**src/rtl/fetch_pkg.sv**
```systemverilog
// fetch_pkg: shared types and constants for the instruction fetch stage.
//   fetch_state_e : fetch FSM states (IDLE, REQ, ISSUE, HALT, FAULT)
//   INSTR_W       : instruction word width
//   PC_STEP       : sequential PC increment in bytes
//   TYPE_BRANCH   : instruction[27:26] encoding of the branch class
package fetch_pkg;

    typedef enum logic [2:0] {
        IDLE  = 3'd0,
        REQ   = 3'd1,
        ISSUE = 3'd2,
        HALT  = 3'd3,
        FAULT = 3'd4
    } fetch_state_e;

    localparam int unsigned INSTR_W     = 32;
    localparam int unsigned PC_STEP     = 4;
    localparam logic [1:0]  TYPE_BRANCH = 2'b11;

endpackage

```
**src/rtl/fetch_watchdog.sv**
```systemverilog
// fetch_watchdog: counts consecutive REQ cycles that see no memory ack and
// flags expiry on the cycle the count reaches TIMEOUT_CYCLES.
// Ports:
//   clock, rst_n : clock, asynchronous active-low reset
//   clear_i      : hold the counter at zero (fetch FSM is not in REQ)
//   count_i      : REQ cycle without ack
//   expire_o     : this cycle completes TIMEOUT_CYCLES unanswered REQ cycles
module fetch_watchdog #(
    parameter int unsigned TIMEOUT_CYCLES = 255
) (
    input  logic clock,
    input  logic rst_n,
    input  logic clear_i,
    input  logic count_i,
    output logic expire_o
);

    // At least 8 bits, wider if the timeout needs it.
    localparam int unsigned CNT_W = ($clog2(TIMEOUT_CYCLES + 1) > 8) ?
                                    $clog2(TIMEOUT_CYCLES + 1) : 8;

    logic [CNT_W-1:0] cnt_q, cnt_d;

    always_comb begin
        cnt_d = cnt_q;
        if (clear_i) begin
            cnt_d = '0;
        end else if (count_i) begin
            cnt_d = cnt_q + 1'b1;
        end
    end

    always_ff @(posedge clock or negedge rst_n) begin
        if (!rst_n) begin
            cnt_q <= '0;
        end else begin
            cnt_q <= cnt_d;
        end
    end

    // cnt_q holds the number of unanswered cycles already seen, so the
    // current unanswered cycle is the TIMEOUT_CYCLES-th when cnt_q is one short.
    assign expire_o = count_i && (cnt_q == CNT_W'(TIMEOUT_CYCLES - 1));

endmodule

```
**src/rtl/fetch_unit.sv**
```systemverilog
// fetch_unit: instruction fetch stage. Owns the PC, fetches one word at a
// time over a req/ack handshake and presents it to the decoder, then picks
// the next PC from the decoder's branch / link / halt outputs.
// Ports:
//   clock, rst_n             : clock, asynchronous active-low reset
//   imem_req/addr/ack/rdata  : instruction memory handshake (addr == pc)
//   instruction, instr_valid : registered instruction to the decoder
//   should_branch(_to_link), cond_pass, branch_target, link_value :
//                              redirect controls from decoder/datapath
//   halt_temporarily_signal, peripheral_signal : halt request / release
//   pc, pc_plus4             : current PC and its sequential successor
//   fetch_error              : sticky fetch timeout
// Optional: define FETCH_TIMEOUT_EN to enable the REQ watchdog and FAULT
// state; otherwise REQ waits indefinitely and fetch_error is tied low.
module fetch_unit
    import fetch_pkg::*;
#(
    parameter int unsigned       ADDR_W         = 32,
    parameter logic [ADDR_W-1:0] RESET_PC       = '0,
    parameter int unsigned       TIMEOUT_CYCLES = 255
) (
    input  logic                clock,
    input  logic                rst_n,
    output logic                imem_req,
    output logic [ADDR_W-1:0]   imem_addr,
    input  logic                imem_ack,
    input  logic [INSTR_W-1:0]  imem_rdata,
    output logic [INSTR_W-1:0]  instruction,
    output logic                instr_valid,
    input  logic                should_branch,
    input  logic                should_branch_to_link,
    input  logic                cond_pass,
    input  logic [ADDR_W-1:0]   branch_target,
    input  logic [ADDR_W-1:0]   link_value,
    input  logic                halt_temporarily_signal,
    input  logic                peripheral_signal,
    output logic [ADDR_W-1:0]   pc,
    output logic [ADDR_W-1:0]   pc_plus4,
    output logic                fetch_error
);

    fetch_state_e       state_q, state_d;
    logic [ADDR_W-1:0]  pc_q, pc_d;
    logic [INSTR_W-1:0] instr_q, instr_d;
    logic [ADDR_W-1:0]  seq_pc, redirect_pc;
    logic               timeout_hit;

    assign seq_pc      = pc_q + ADDR_W'(PC_STEP);
    // Misaligned targets are truncated to a word boundary.
    assign redirect_pc = should_branch_to_link ?
                         {link_value[ADDR_W-1:2], 2'b00} :
                         {branch_target[ADDR_W-1:2], 2'b00};

`ifdef FETCH_TIMEOUT_EN
    fetch_watchdog #(
        .TIMEOUT_CYCLES(TIMEOUT_CYCLES)
    ) u_watchdog (
        .clock    (clock),
        .rst_n    (rst_n),
        .clear_i  (state_q != REQ),
        .count_i  ((state_q == REQ) && !imem_ack),
        .expire_o (timeout_hit)
    );
    // FAULT is left only through reset, so the state itself is the sticky flag.
    assign fetch_error = (state_q == FAULT);
`else
    assign timeout_hit = 1'b0;
    assign fetch_error = 1'b0;
`endif

    always_comb begin
        state_d = state_q;
        pc_d    = pc_q;
        instr_d = instr_q;
        unique case (state_q)
            IDLE: state_d = REQ;
            REQ: begin
                if (timeout_hit) begin
                    state_d = FAULT;
                end else if (imem_ack) begin
                    instr_d = imem_rdata;
                    state_d = ISSUE;
                end
            end
            ISSUE: begin
                // Halt wins unless the peripheral is already releasing it.
                if (halt_temporarily_signal && !peripheral_signal) begin
                    state_d = HALT;
                end else if (should_branch && cond_pass) begin
                    pc_d    = redirect_pc;
                    state_d = REQ;
                end else begin
                    pc_d    = seq_pc;
                    state_d = REQ;
                end
            end
            HALT: begin
                if (peripheral_signal) begin
                    pc_d    = seq_pc;
                    state_d = REQ;
                end
            end
            FAULT:   state_d = FAULT;
            default: state_d = IDLE;
        endcase
    end

    always_ff @(posedge clock or negedge rst_n) begin
        if (!rst_n) begin
            state_q <= IDLE;
            pc_q    <= RESET_PC;
            instr_q <= '0;
        end else begin
            state_q <= state_d;
            pc_q    <= pc_d;
            instr_q <= instr_d;
        end
    end

    assign imem_req    = (state_q == REQ);
    assign imem_addr   = pc_q;
    assign instruction = instr_q;
    assign instr_valid = (state_q == ISSUE) || (state_q == HALT);
    assign pc          = pc_q;
    assign pc_plus4    = seq_pc;

endmodule

```
**config.mk**
```make
export PLATFORM = sky130hd
export DESIGN_NAME = fetch_unit
export DESIGN_NICKNAME = d
export VERILOG_FILES = /design/src/rtl/fetch_pkg.sv /design/src/rtl/fetch_watchdog.sv /design/src/rtl/fetch_unit.sv
export SDC_FILE = /design/constraint.sdc
export NUM_CORES = 1
export LEC_CHECK = 0
export ABC_AREA = 0
export CAP_MARGIN = 20
export CORE_MARGIN = 3
export CORE_UTILIZATION = 43
export DETAILED_ROUTE_END_ITERATION = 10
export PLACE_DENSITY_LB_ADDON = 0.08
export SYNTH_ARGS = -nofsm -noshare
export SYNTH_HDL_FRONTEND = slang
export SYNTH_SLANG_ARGS = --single-unit
export TNS_END_PERCENT = 100
```
**constraint.sdc**
```tcl
create_clock -name clock -period 3.95 [get_ports clock]
set_input_delay 0.79 -clock clock [delete_from_list [all_inputs] [get_ports clock]]
set_output_delay 0.79 -clock clock [all_outputs]
set_load 0.05 [all_outputs]
```
==> flow_summary.yaml <==
critical_path:
  r2r_setup_slack_ps: 1700
  rr_worst_depth: 6
  rr_startpoint: "imem_addr[2]$_DFFE_PN0P_"
  arrival_ps: 2990
  start_kind: "register"
  crit_path_max_fanout: 11
  cp-end-kind: "primary output"
  required_ps: 3160
  reg2reg_to: "imem_addr[30]$_DFFE_PN0P_"
  worstSetupPathType: "register to primary output"
yosys:
  avgSynthCellArea_um2: 9.998
  yosys.area.top_type_share_pct: 36.72
  synth.area.top_cells: "dfrtp_1 (37%), mux2_2 (14%), buf_4 (6.6%)"
  ys_async_sr_fraction_pct: 100.0
  syn_inst: 443
  yosysUniqueCellTypes: 61
  yosysWarnings: 0
  ys_seq_area_share_pct: 36.72
  yosysTopAreaCell: "dfrtp_1"
  syn-cell-area_mm2: 0.004429
  synthFlopType: "dfrtp_1"
  synth-seq-cells: 65
  synth_edf_count: 0
clock_network:
  cts_sinks: 65
  cts-root-buf: "clkbuf_8"
  htreeDepth: 3
  clock_latency_ps: 350
  clk_pin_slew_ps: 80
  numCtsBuffers: 9
  clk_path_buf_depth: 2
  cts_tree: "done"
worst_hold_path:
  holdPathStages: 1
  min_to: "instruction[12]$_DFFE_PN0P_"
  worstHoldPathType: "register to register"
  holdCritStartpoint: "instruction[12]$_DFFE_PN0P_"
die:
  ios: 235
  fp.dieH_um: 107.5
  start_util_pct: 44.70
  coreArea_mm2: 0.009910
  die-area_mm2: 0.01155
  die_w_um: 107.5
  rows: 36
power:
  power_leakage_uw: 0.002572
  powerDensity_mw_per_mm2: 771.8
  ir_drop_mv: 0.4442
sta:
  clock.fmax_mhz: 264.7
  finClkSkew_ps: 11.84
  final-setup-viol-count: 0
  fin_crit_sh_pct: 95.63
  relSlewSlack_pct: 42.16
  period_needed_ps: 3777
  slew_viol_final: 0
  hold_viol: 0
  rsz0062_at_grt: "false"
  worst_slew_pin_slew_ps: 867.7
  setup_tns_ps: 0
finish:
  antenna_cells: 0
  finalCoreUtilization_pct: 68.02
  drive_gt1_share_pct: 15.50
  synthToLayoutAreaGrowth_pct: 52.18
  final_nets: 726
drt:
  avgViaCountPerCell: 5.677
  wl_um: 14110
  dr.pass1.iters: 5
  drtIter0Drc: 251
  drc: 0
  drt-wirelength-per-cell_um: 18.58
  vias: 4309
  ant_nets: 0
place:
  gp_congestion: 0.8878
  dp.final_hpwl_um: 10490
  io_buffers: 223
run_status:
  run_status: "completed"
global_routing:
  grt_max_degree: 39
  antenna_found_initial: 0
  overflow: 0
  track_usage_pct: 24.41
  grt_pass1_vias: 4337
  grt_pass1_wl_um: 22430
flow_run:
  maxCapViolations: 0
## cell usage after synthesis, drive strengths merged (2+ instances only)
master,instances
dfrtp,65
buf,54
mux2,54
nand2,23
nand3,23
xnor2,22
clkbuf,20
a22oi,15
nand4,13
o311ai,13
a21oi,12
and4,9
nor2,8
or4,8
o211ai,7
o21ai,7
a2bb2oi,6
o22ai,6
xor2,6
and3,5
inv,5
mux2i,5
nor2b,5
a2111oi,4
a31oi,4
nor3,4
nor4,4
o22a,4
and2,3
nand3b,3
or3,3
a2111o,2
a211oi,2
a22o,2
nor3b,2
## layer usage
metal / part of all wire [%] / vias to the layer above / GRT usage [%]
met5: 0 / - / 0
met4: 1.7 / 0 / 8.476
li1: - / 1984 / -
met2: 50 / 226 / 40.81
met1: 38 / 2080 / 29.68
met3: 10 / 19 / 7.618
## what timing repair did
action,4_1_cts,5_1_grt
endpoints found under the setup margin,0,7
hold buffers,0,0
endpoints found under the hold margin,0,0
setup buffers,0,0
gates resized for setup,0,6
## worst max-delay path: stages (launching register included)
cell and delay, ps:
dfrtp_1 550, nand3_1 330, nor4_4 520, nand3_1 210, xnor2_1 170, clkdlybuf4s50_1 850
## logic make-up after synthesis
kind of cell	share of synthesized area, %
and+or+nand+nor	15.88
AOI/OAI and AO/OA	16.02
buffers and inverters	10.62
DFF	36.72
muxes	14.86
xor gates and xnor gates	5.537
adders and majority gates	0.2824
other	0.08466
## placed cells by master (no fill, tap or decap), drive strengths merged, types with 8 or more instances in the layout
cell and n:
a21oi 12, a22oi 15, and4 9, buf 16, clkbuf 9, clkdlybuf4s50 214, dfrtp 65, mux2 54
nand2 23, nand3 23, nand4 13, nor2 8, o311ai 13, or4 8, xnor2 22
## layout make-up
type,count,area [um^2]
fillers,767,3169
multi-input cells,305,2366
repair buffers,235,2320
flip-flops and latches,65,1627
well taps,133,166.4
clock buffers,9,123.9
clock inverters,7,118.9
inverters,5,18.77
## how the worst max path moves through the flow
stage	from	to	cells past startpoint
2_1_floorplan	imem_addr[20]$_DFFE_PN0P_	pc_plus4[27]	6
3_3_place_gp	imem_addr[2]$_DFFE_PN0P_	pc_plus4[22]	6
3_5_place_dp	imem_addr[4]$_DFFE_PN0P_	pc_plus4[25]	5
4_1_cts	imem_addr[4]$_DFFE_PN0P_	pc_plus4[25]	5
5_1_grt	imem_addr[4]$_DFFE_PN0P_	pc_plus4[21]	5
6_report	imem_addr[4]$_DFFE_PN0P_	pc_plus4[25]	5
## through the flow
step	worst slack [ps]	instances	total power (uW)	cell area (um^2)	hold WS (ps)
final	172.7	759	5202	6740	510.2
after global routing	11.16	759	5422	6740	529.6
after CTS	38.42	759	5223	6719	517.0
after detailed placement	430.1	743	4510	6476	494.3
after global placement	502.9	743	4463	6476	488.8
after floorplan	469.7	449	3499	4452	485.5
## registers in the layout, summed over array words and instances (netlist names)
name and flops:
instruction 32, state_q 3, imem_addr 30
## report_power, final
part	internal (uW)	switching, uW
clock network	419	280
registers	891	299
logic	1160	2150
total	2470	2730
Power figures use the tool's default switching activity.
